[config.mk]
export PLATFORM = sky130hd
export DESIGN_NAME = mem_seq
export DESIGN_NICKNAME = d
export VERILOG_FILES = /design/src/rtl/mem_seq.sv
export SDC_FILE = /design/constraint.sdc
export NUM_CORES = 1
export LEC_CHECK = 0
export CAP_MARGIN = 20
export CORE_MARGIN = 5
export CORE_UTILIZATION = 30
export CTS_BUF_LIST = sky130_fd_sc_hd__clkbuf_8
export CTS_CLUSTER_SIZE = 10
export DETAILED_ROUTE_END_ITERATION = 8
export MAX_ROUTING_LAYER = met4
export PLACE_DENSITY = 0.67
export SKIP_LAST_GASP = 1
export SLEW_MARGIN = 10
export SYNTH_ARGS = -nofsm -noshare
export SYNTH_HDL_FRONTEND = slang
export SYNTH_SLANG_ARGS = --single-unit
[constraint.sdc]
create_clock -name clk -period 7.2 [get_ports clk]
set_input_delay 1.8 -clock clk [delete_from_list [all_inputs] [get_ports clk]]
set_output_delay 1.8 -clock clk [all_outputs]
set_load 0.005 [all_outputs]
[src/rtl/mem_seq.sv]
// mem_seq: turns the arbiter's shared req/wr/rdy handshake into single-port synchronous SRAM
// cycles with a fixed read latency, address checking and a recovery cycle after each completion.
module mem_seq #(
   parameter int unsigned DATA_W = 64,
   parameter int unsigned MEM_AW = 10,
   parameter int unsigned RD_LAT = 2
) (
   input  logic              clk,
   input  logic              reset,
   input  logic [DATA_W-1:0] addr_m,
   input  logic [DATA_W-1:0] dout_m,
   output logic [DATA_W-1:0] din_m,
   input  logic              req_m,
   input  logic              wr_m,
   output logic              rdy_m,
   output logic              err_m,
   output logic              mem_en,
   output logic              mem_we,
   output logic [MEM_AW-1:0] mem_addr,
   output logic [DATA_W-1:0] mem_wdata,
   input  logic [DATA_W-1:0] mem_rdata
);

   localparam int unsigned CNT_W = 3;

   typedef enum logic [2:0] {IDLE, ISSUE, WAIT, DONE, RECOVER} state_t;

   if ((RD_LAT == 0) || (RD_LAT > 8)) begin : g_bad_rd_lat
      $error("mem_seq: RD_LAT must lie in 1..8");
   end

   state_t             r_state;
   logic [CNT_W-1:0]   r_cnt;
   logic               r_wr;
   logic               r_rdy;
   logic               r_err;
   logic [DATA_W-1:0]  r_din;
   logic               r_mem_en;
   logic               r_mem_we;
   logic [MEM_AW-1:0]  r_mem_addr;
   logic [DATA_W-1:0]  r_mem_wdata;

   logic               w_misalign;
   logic               w_oor;
   logic               w_bad;

   // Byte address must be word aligned and fit inside the SRAM.
   assign w_misalign = |addr_m[2:0];
   assign w_oor      = |addr_m[DATA_W-1:MEM_AW+3];
   assign w_bad      = w_misalign | w_oor;

   always_ff @(posedge clk) begin
      if (reset) begin
         r_state     <= IDLE;
         r_cnt       <= '0;
         r_wr        <= 1'b0;
         r_rdy       <= 1'b0;
         r_err       <= 1'b0;
         r_din       <= '0;
         r_mem_en    <= 1'b0;
         r_mem_we    <= 1'b0;
         r_mem_addr  <= '0;
         r_mem_wdata <= '0;
      end else begin
         r_rdy    <= 1'b0;
         r_err    <= 1'b0;
         r_mem_en <= 1'b0;
         r_mem_we <= 1'b0;
         case (r_state)
            IDLE: begin
               if (req_m) begin
                  r_wr        <= wr_m;
                  r_mem_addr  <= addr_m[MEM_AW+2:3];
                  r_mem_wdata <= dout_m;
                  if (w_bad) begin
                     r_state <= DONE;
                     r_rdy   <= 1'b1;
                     r_err   <= 1'b1;
                     if (!wr_m) begin
                        r_din <= '0;
                     end
                  end else begin
                     r_state  <= ISSUE;
                     r_mem_en <= 1'b1;
                     r_mem_we <= wr_m;
                  end
               end
            end
            ISSUE: begin
               if (r_wr) begin
                  r_state <= DONE;
                  r_rdy   <= 1'b1;
               end else begin
                  r_state <= WAIT;
                  r_cnt   <= CNT_W'(RD_LAT - 1);
               end
            end
            // Counter reaching zero marks the cycle in which mem_rdata is valid.
            WAIT: begin
               if (r_cnt == '0) begin
                  r_din   <= mem_rdata;
                  r_state <= DONE;
                  r_rdy   <= 1'b1;
               end else begin
                  r_cnt <= r_cnt - CNT_W'(1);
               end
            end
            DONE: begin
               r_state <= RECOVER;
            end
            RECOVER: begin
               r_state <= IDLE;
            end
            default: begin
               r_state <= IDLE;
            end
         endcase
      end
   end

   assign din_m     = r_din;
   assign rdy_m     = r_rdy;
   assign err_m     = r_err;
   assign mem_en    = r_mem_en;
   assign mem_we    = r_mem_we;
   assign mem_addr  = r_mem_addr;
   assign mem_wdata = r_mem_wdata;

endmodule
==> results.py, run 1 <==
metrics = {
    "global_routing": {
        "grt_pass1_vias": 5455,
        "antenna_found_initial": 0,
        "grt_pass1_wl_um": 28800,
        "grt_max_degree": 85,
        "gr-total-overflow": 0,
        "grt_usage_pct": 17.3,
    },
    "clocking": {
        "root_buffer": "clkbuf_8",
        "numCtsBuffers": 17,
        "post-cts-setup-buffer-count": 0,
        "cts_resized": 0,
        "clk_latency_ps": 430,
        "cts_tree": "done",
        "h-tree-depth": 4,
        "hold_buffers": 0,
        "cts.sinks": 149,
        "clock_path_buffers": 2,
        "clkTransAtPathRegs_ps": 90,
    },
    "critical_path": {
        "cp.arrival_ps": 4600,
        "crit_path_max_fanout": 57,
        "worst-setup-path-type": "in2reg",
        "critPathCaptureType": "flip-flop",
        "cp_top_family": "simple AND/OR/NAND/NOR gates",
        "critPathSlowestCell": "or4_1",
        "cp_data_required_time_ps": 7560,
        "worstPathCellList": "clkdlybuf4s50_1 -> nor4_1 -> nand4_1 -> or4_1 -> nor3_4 -> buf_4 -> a21o_2",
        "critPathLaunchType": "primary input",
        "cpPeakStageDelay_ps": 680,
        "crit_buf_inv": 2,
    },
    "power_and_ir_drop": {
        "leakagePower_nw": 3.85,
        "sw_frac_of_total_pct": 27.8,
        "peakVddDrop_mv": 0.109,
        "p_total_w": 0.00227,
        "intPower_w": 0.00164,
        "combPwrFrac_pct": 26.0,
        "power.density_nw_per_um2": 238,
        "clock_power_share_pct": 30.6,
        "pwr-share-seq_pct": 43.4,
        "switching_power_w": 0.000631,
    },
    "route": {
        "wl_per_cell_um": 16.4,
        "wl_um": 19200,
        "ant_nets": 0,
        "via_count": 5606,
        "first_pass_iters": 4,
        "drt_iter0_markers": 234,
        "routed_via_density": 4.78,
        "remaining_drc_errors": 0,
    },
    "layout": {
        "nNetsFinal": 1124,
        "layout-drive-gt1-share_pct": 9.37,
        "area_growth_pct": 70.3,
        "antennaDiodeCount": 0,
        "layout_common_cells": "clkdlybuf4s50_1 (336), nand2_1 (155), dfxtp_1 (149)",
        "final_common_cell": "clkdlybuf4s50_1",
    },
    "synthesis": {
        "synth_cells": 610,
        "ys_types": 30,
        "syn-num-nets": 808,
        "ys_warn_count": 0,
        "ys_ff_latch": 149,
        "yosysSeqAreaShare_pct": 53.2,
        "synth.avg_cell_area_sq_um": 9.19,
        "syn-cell-area_sq_um": 5610,
    },
    "timing": {
        "finalHoldViolCount": 0,
        "fin_skew_ps": 11.1,
        "period_share_pct": 58.8,
        "tns_ps": 0,
        "fin_crit_ps": 4240,
        "max_freq_mhz": 236,
        "rsz0062_at_grt": "no",
        "slew_headroom_pct": 35.9,
        "setup_violations": 0,
        "worstMarginPinSlew_ps": 962,
        "holdWs_ps": 454,
        "slew_violations": 0,
    },
    "placement": {
        "place_congestion": 0.853,
        "port-buffer-count": 337,
        "place_hpwl_um": 13800,
    },
    "min_path": {
        "holdCritPathClass": "reg2reg",
    },
    "floorplan": {
        "dieArea_sq_um": 21500,
        "die_y_um": 147,
        "die_w_um": 147,
        "io_pins": 338,
        "row_count": 50,
        "initial_core_util_pct": 30.2,
        "core-area_sq_um": 18600,
    },
    "run": {
        "maxCapViolCount": 0,
    },
    "run_status": {
        "status": "complete, no violations",
    },
}
[worst reg2reg max path, cell delays in order (launching register included)]
cell	delay [ps]
dfxtp_1	510
nand2b_1	230
o21ai_0	160
a21oi_4	170
buf_4	580
a22o_1	300
a21o_2	90
[metal layers]
layer / share of wire [%] / track usage (%) / vias to the layer above
li1: - / - / 2764
met1: 39 / 18.7 / 2591
met2: 51 / 30.1 / 220
met3: 6.5 / 4.35 / 31
met4: 3.4 / 7.34 / 0
met5: 0 / - / -
[through the flow]
stage / util [%] / std cells / setup WS (ps) / cell area (sq um)
2_1_floorplan: - / 610 / 3700 / 5610
3_3_place_gp: 49.1 / 1141 / 2510 / 9120
3_5_place_dp: 49.1 / 1141 / 2510 / 9120
4_1_cts: 51.4 / 1173 / 2990 / 9550
5_1_grt: 51.4 / 1173 / 2840 / 9550
6_report: 51.4 / 1173 / 2960 / 9550
[synthesized netlist by cell type]
library cell / n / area (sq um)
a31oi_1: 1 / 6.26
and2_1: 1 / 6.26
o21ai_0: 2 / 10.0
inv_1: 4 / 15.0
nand3b_1: 1 / 7.51
nor2_1: 7 / 26.3
nor3b_1: 1 / 7.51
dfxtp_1: 149 / 2980
buf_6: 6 / 67.6
clkbuf_1: 34 / 128
a22o_1: 64 / 561
buf_2: 1 / 5.00
nand2b_1: 3 / 18.8
or3_1: 1 / 6.26
a211oi_1: 2 / 15.0
nor2b_1: 2 / 12.5
a21o_2: 44 / 385
xor2_1: 1 / 8.76
nor3_1: 6 / 30.0
ha_1: 2 / 25.0
nand2_1: 155 / 582
nand4_1: 3 / 18.8
and3_1: 1 / 6.26
a21oi_1: 77 / 385
nor4_1: 14 / 87.6
a222oi_1: 1 / 10.0
nor3_4: 1 / 16.3
a21o_1: 20 / 150
buf_1: 5 / 18.8
or4_1: 1 / 7.51
[registers in the layout (all words and copies together), names as in the netlist]
| signal | cells |
|---|---|
| r_wr | 1 |
| mem_en | 1 |
| din_m | 64 |
| r_state | 3 |
| mem_we | 1 |
| mem_addr | 10 |
| err_m | 1 |
| r_cnt | 3 |
| rdy_m | 1 |
| mem_wdata | 64 |
[cells by family (layout without fill, tap and decap cells)]
family / Yosys count / after routing / share of synthesized area (%)
flops: 149 / 149 / 53.2
fa+ha+maj: 2 / 2 / 0.446
simple gates: 197 / 197 / 14.9
buf+inv: 50 / 379 / 4.17
xor+xnor: 1 / 1 / 0.156
compound gates: 211 / 211 / 27.2
[area by class of cell]
type / count / area (sq um)
Fill cell: 1830 / 9030
Timing Repair Buffer: 343 / 3410
Sequential cell: 149 / 2980
Multi-Input combinational cell: 411 / 2410
Tap cell: 234 / 293
Clock buffer: 19 / 262
Clock inverter: 13 / 169
Inverter: 4 / 15.0
[power groups by stage]
stage                     logic [W]  registers, W  clock network, W
final                      0.000590      0.000987          0.000695
after floorplan            0.000235       0.00101                 0
after global placement     0.000595       0.00100                 0
after global routing       0.000638       0.00100          0.000762
after CTS                  0.000600      0.000987          0.000725
after detailed placement   0.000597       0.00101                 0
[worst paths after layout]
path,start,end,slack (ps),depth (start not counted)
max,addr_m[44],din_m[16]$_SDFFE_PP0P_,2960,7
min,mem_wdata[62]$_SDFFE_PP0P_,mem_wdata[62]$_SDFFE_PP0P_,450,2
max reg2reg,r_state[1]$_SDFFE_PP0P_,din_m[36]$_SDFFE_PP0P_,5110,6
min reg2reg,mem_wdata[62]$_SDFFE_PP0P_,mem_wdata[62]$_SDFFE_PP0P_,450,2
Note: power is estimated with default switching activity, not from simulation.
==> run 2: changes to the inputs <==
--- a/config.mk
+++ b/config.mk
@@ -12,7 +12,7 @@
 export CTS_CLUSTER_SIZE = 10
 export DETAILED_ROUTE_END_ITERATION = 8
 export MAX_ROUTING_LAYER = met4
-export PLACE_DENSITY = 0.67
+export PLACE_DENSITY = 0.69
 export SKIP_LAST_GASP = 1
 export SLEW_MARGIN = 10
 export SYNTH_ARGS = -nofsm -noshare
==> constraint.sdc (replaced) <==
create_clock -name clk -period 3.6 [get_ports clk]
set_input_delay 0.9 -clock clk [delete_from_list [all_inputs] [get_ports clk]]
set_output_delay 0.9 -clock clk [all_outputs]
set_load 0.005 [all_outputs]
==> run 2 against run 1 <==
Compared with the run above: combinational power is 100% higher; final cell count did not move; highest routed layer unchanged; die area unchanged; via count grew 0.62%; hold slack worse by 0.94 ps; cell area up 0.14%.
==> results.py, run 2 (same netlist as run 1, synthesis figures left out) <==
metrics = {
    "layout": {
        "area_growth_pct": 70.6,
        "final_common_cell": "clkdlybuf4s50_1",
        "final_util_pct": 51.5,
        "layout_common_cells": "clkdlybuf4s50_1 (336), nand2_1 (155), dfxtp_1 (149)",
        "final_cells": 1173,
        "stdcell_area_sq_um": 9560,
        "layout-drive-gt1-share_pct": 9.37,
        "fillers": 1759,
        "antennaDiodeCount": 0,
        "nNetsFinal": 1124,
    },
    "critical_path": {
        "critPathLaunchType": "primary input",
        "crit_buf_inv": 2,
        "cp_data_required_time_ps": 3990,
        "cp_top_family": "simple AND/OR/NAND/NOR gates",
        "r2r_slack_ps": 1500,
        "critPathSlowestCell": "or4_1",
        "cpPeakStageDelay_ps": 650,
        "worstPathCellList": "clkdlybuf4s50_1 -> nor4_1 -> nand4_1 -> or4_1 -> nor3_4 -> buf_12 -> a21o_2",
        "worst-setup-path-type": "in2reg",
        "crit_path_max_fanout": 64,
        "critPathCaptureType": "flip-flop",
        "cp.arrival_ps": 3280,
    },
    "power_and_ir_drop": {
        "leakagePower_nw": 3.86,
        "peakVddDrop_mv": 0.204,
        "clock_power_share_pct": 29.6,
        "switching_power_w": 0.00130,
        "power.density_nw_per_um2": 470,
        "sw_frac_of_total_pct": 28.9,
        "combPwrFrac_pct": 26.5,
        "intPower_w": 0.00320,
        "p_total_w": 0.00450,
        "pwr-share-seq_pct": 43.9,
    },
    "global_routing": {
        "grt_max_degree": 77,
        "grt_pass1_wl_um": 28200,
        "antenna_found_initial": 0,
        "gr-total-overflow": 0,
        "grt_pass1_vias": 5355,
        "grt_usage_pct": 16.9,
    },
    "floorplan": {
        "io_pins": 338,
        "dieArea_sq_um": 21500,
        "die_y_um": 147,
        "row_count": 50,
        "initial_core_util_pct": 30.2,
        "die_w_um": 147,
        "core-area_sq_um": 18600,
    },
    "route": {
        "remaining_drc_errors": 0,
        "ant_nets": 0,
        "routed_via_density": 4.81,
        "via_count": 5641,
        "wl_per_cell_um": 16.0,
        "wl_um": 18800,
        "drt_iter0_markers": 245,
        "first_pass_iters": 4,
    },
    "run_status": {
        "status": "complete, no violations",
    },
    "run": {
        "maxCapViolCount": 0,
    },
    "clocking": {
        "clkTransAtPathRegs_ps": 90,
        "cts.sinks": 149,
        "clk_latency_ps": 440,
        "numCtsBuffers": 17,
        "clock_path_buffers": 2,
        "cts_tree": "done",
        "post-cts-setup-buffer-count": 0,
        "root_buffer": "clkbuf_8",
        "hold_buffers": 0,
        "cts_resized": 0,
        "h-tree-depth": 4,
    },
    "timing": {
        "rsz0062_at_grt": "no",
        "tns_ps": 0,
        "setup_violations": 0,
        "slew_violations": 0,
        "period_share_pct": 80.3,
        "finalHoldViolCount": 0,
        "slew_headroom_pct": 45.7,
        "fin_crit_ps": 2890,
        "max_freq_mhz": 346,
        "fin_skew_ps": 11.7,
        "worstMarginPinSlew_ps": 815,
    },
    "placement": {
        "place_hpwl_um": 13500,
        "port-buffer-count": 337,
        "place_congestion": 0.757,
        "dp_cells": 1141,
        "place_area_sq_um": 9160,
    },
    "min_path": {
        "holdCritPathClass": "reg2reg",
    },
}
run 2: changes by cell type in the layout (fill, tap and decap cells not counted):
cell / delta
inv_8: +3
inv_6: -1
clkinv_2: +1
clkbuf_8: -2
bufinv_16: -1
buf_4: -3
buf_12: +3
clkinv_4: +3
clkinvlp_4: -3
run 2: tightest hold or removal path, cell delays in order, from the launching register on:
cell	delay [ps]
dfxtp_1	310
nand2_1	50
a21oi_1	50
run 2: final cells by class:
cell class	instances	area [sq um]	area share [%]
multi-input combinational	411	2410	25.3
sequential	149	2980	31.2
clock inverter	15	173	1.81
timing repair buffer	343	3450	36.1
inverter	4	15.0	0.157
tap	234	293	3.06
clock buffer	17	234	2.45
run 2: layer usage:
metal  track usage, %  part of all wire [%]  vias up
li1                 -                     -     2775
met2             29.8                    52      215
met4             4.94                   1.4        0
met3             4.50                   6.6       17
met5                -                     0        -
met1             18.7                    40     2634
run 2: power by group through the flow:
stage	registers [W]	clock network (W)	logic (W)
5_1_grt	0.00200	0.00145	0.00129
3_5_place_dp	0.00201	0	0.00120
6_report	0.00197	0.00133	0.00119
2_1_floorplan	0.00201	0	0.000470
3_3_place_gp	0.00200	0	0.00120
4_1_cts	0.00197	0.00139	0.00121
run 2: through the flow:
stage | hold slack [ps] | setup slack, ps
finish | 453 | 709
global route | 471 | 627
CTS | 457 | 711
detailed placement | 445 | 217
global placement | 440 | 226
floorplan | 443 | 1000
run 2: path summary, 6_finish.rpt:
path                              start  cells past startpoint                          to
max reg2reg     r_state[1]$_SDFFE_PP0P_                      6      din_m[26]$_SDFFE_PP0P_
min reg2reg  mem_wdata[34]$_SDFFE_PP0P_                      2  mem_wdata[34]$_SDFFE_PP0P_
min          mem_wdata[34]$_SDFFE_PP0P_                      2  mem_wdata[34]$_SDFFE_PP0P_
max                          addr_m[44]                      7       din_m[9]$_SDFFE_PP0P_
==> run 3: changes to the inputs <==
--- a/config.mk
+++ b/config.mk
@@ -12,7 +12,7 @@
 export CTS_CLUSTER_SIZE = 10
 export DETAILED_ROUTE_END_ITERATION = 8
 export MAX_ROUTING_LAYER = met4
-export PLACE_DENSITY = 0.69
+export PLACE_DENSITY = 0.67
 export SKIP_LAST_GASP = 1
 export SLEW_MARGIN = 10
 export SYNTH_ARGS = -nofsm -noshare
==> constraint.sdc (replaced) <==
create_clock -name clk -period 2.9 [get_ports clk]
set_input_delay 0.725 -clock clk [delete_from_list [all_inputs] [get_ports clk]]
set_output_delay 0.725 -clock clk [all_outputs]
set_load 0.005 [all_outputs]
==> run 3 against run 2 <==
Compared with the run above: sequential share of layout area is 0.077 points lower; largest cell class unchanged; via count decreased by 0.41%; flip-flop and latch count stayed put; wire length grew 0.85%.
==> results.py, run 3 (same netlist as run 1, synthesis figures left out) <==
metrics = {
    "run_status": {
        "status": "complete, no violations",
    },
    "critical_path": {
        "worst-setup-path-type": "in2reg",
        "r2r_slack_ps": 1010,
        "cp_data_required_time_ps": 3280,
        "worstPathCellList": "clkdlybuf4s50_1 -> nor4_1 -> nand4_1 -> or4_1 -> nor3_4 -> buf_12 -> a21o_2",
        "critPathCaptureType": "flip-flop",
        "cpPeakStageDelay_ps": 600,
        "critPathSlowestCell": "or4_1",
        "critPathLaunchType": "primary input",
        "crit_path_max_fanout": 64,
        "cp_top_family": "simple AND/OR/NAND/NOR gates",
        "crit_buf_inv": 2,
        "rr_startpoint": "r_state[1]$_SDFFE_PP0P_",
        "crit_path_end": "din_m[15]$_SDFFE_PP0P_",
        "cp.arrival_ps": 3040,
        "rr_worst_depth": 6,
        "worstSetupStartpoint": "addr_m[44]",
        "cp.depth": 7,
        "rr_endpoint": "din_m[12]$_SDFFE_PP0P_",
    },
    "clocking": {
        "cts_resized": 0,
        "clock_path_buffers": 2,
        "cts_tree": "done",
        "cts.sinks": 149,
        "hold_buffers": 0,
        "root_buffer": "clkbuf_8",
        "numCtsBuffers": 17,
        "clkTransAtPathRegs_ps": 80,
        "post-cts-setup-buffer-count": 0,
        "h-tree-depth": 4,
        "clk_latency_ps": 440,
    },
    "route": {
        "first_pass_iters": 4,
        "via_count": 5618,
        "routed_via_density": 4.78,
        "wl_per_cell_um": 16.1,
        "wl_um": 18900,
        "remaining_drc_errors": 0,
        "ant_nets": 0,
        "drt_iter0_markers": 224,
    },
    "timing": {
        "fin_crit_ps": 2660,
        "worstMarginPinSlew_ps": 605,
        "slew_violations": 0,
        "fin_skew_ps": 12.2,
        "max_freq_mhz": 376,
        "finalHoldViolCount": 0,
        "slew_headroom_pct": 59.6,
        "setup_violations": 0,
        "period_share_pct": 91.7,
        "rsz0062_at_grt": "no",
    },
    "layout": {
        "layout_common_cells": "clkdlybuf4s50_1 (336), nand2_1 (155), dfxtp_1 (149)",
        "nNetsFinal": 1126,
        "antennaDiodeCount": 0,
        "layout-drive-gt1-share_pct": 9.56,
        "final_common_cell": "clkdlybuf4s50_1",
        "area_growth_pct": 71.0,
        "stdcell_area_sq_um": 9590,
        "final_cells": 1175,
    },
    "global_routing": {
        "grt_pass1_wl_um": 28400,
        "gr-total-overflow": 0,
        "grt_usage_pct": 17.1,
        "grt_max_degree": 76,
        "antenna_found_initial": 0,
        "grt_pass1_vias": 5393,
    },
    "placement": {
        "dp_cells": 1143,
        "place_area_sq_um": 9200,
        "port-buffer-count": 337,
        "place_hpwl_um": 13700,
        "place_congestion": 0.812,
    },
    "floorplan": {
        "initial_core_util_pct": 30.2,
        "row_count": 50,
        "die_y_um": 147,
        "die_w_um": 147,
        "core-area_sq_um": 18600,
        "io_pins": 338,
        "dieArea_sq_um": 21500,
    },
    "power_and_ir_drop": {
        "p_total_w": 0.00554,
        "peakVddDrop_mv": 0.256,
        "power.density_nw_per_um2": 578,
        "leakagePower_nw": 3.87,
    },
    "min_path": {
        "holdCritPathClass": "reg2reg",
    },
    "run": {
        "maxCapViolCount": 0,
    },
}
run 3: changes by cell type in the layout (fill, tap and decap cells not counted), sizes merged:
cell and delta:
inv +4, buf +2, clkinv -2, bufinv -1, clkinvlp -1
run 3: worst min-delay path by stage:
| stage | to | slack (ps) | cells after the start | startpoint |
|---|---|---|---|---|
| floorplan | r_cnt[0]$_SDFFE_PP0P_ | 440 | 1 | r_cnt[0]$_SDFFE_PP0P_ |
| global placement | mem_addr[2]$_SDFFE_PP0P_ | 440 | 2 | mem_addr[2]$_SDFFE_PP0P_ |
| detailed placement | mem_wdata[49]$_SDFFE_PP0P_ | 450 | 2 | mem_wdata[49]$_SDFFE_PP0P_ |
| CTS | mem_wdata[22]$_SDFFE_PP0P_ | 460 | 2 | mem_wdata[22]$_SDFFE_PP0P_ |
| global route | mem_wdata[1]$_SDFFE_PP0P_ | 480 | 2 | mem_wdata[1]$_SDFFE_PP0P_ |
| finish | mem_wdata[46]$_SDFFE_PP0P_ | 460 | 2 | mem_wdata[46]$_SDFFE_PP0P_ |
run 3: area by class of cell:
cell class                      count  area, sq um
Fill cell                        1798         8990
Timing Repair Buffer              345         3490
Sequential cell                   149         2980
Multi-Input combinational cell    411         2410
Tap cell                          234          293
Clock buffer                       17          234
Clock inverter                     15          156
Inverter                            4         15.0
run 3: tightest hold or removal path, delay by kind of cell (launching register included):
family,cells,cell delay (ps)
AND/OR/NAND/NOR,1,50
flip-flops,1,310
AO/OA/AOI/OAI,1,50
run 3: metal layers:
layer	wire length (um)	GRT usage (%)	vias up
met5	0	-	-
met4	618	7.43	0
met3	1350	4.75	33
met2	9400	29.1	233
met1	7550	18.6	2570
li1	-	-	2782
run 3: per-stage QoR:
| stage | setup WS, ps | setup TNS, ps | hold slack (ps) | utilization (%) |
|---|---|---|---|---|
| floorplan | 475 | 0 | 443 | - |
| global placement | -223 | -13960 | 441 | 49.5 |
| detailed placement | -224 | -14150 | 446 | 49.5 |
| CTS | 255 | 0 | 458 | 51.6 |
| global route | 194 | 0 | 478 | 51.6 |
| finish | 242 | 0 | 455 | 51.6 |
run 3: where the power goes:
part           internal [W]  leakage [nW]  total [W]  switching, W
Combinational      0.000900          2.45    0.00149      0.000591
Sequential          0.00229          1.22    0.00245      0.000158
Clock              0.000718         0.202    0.00160      0.000887
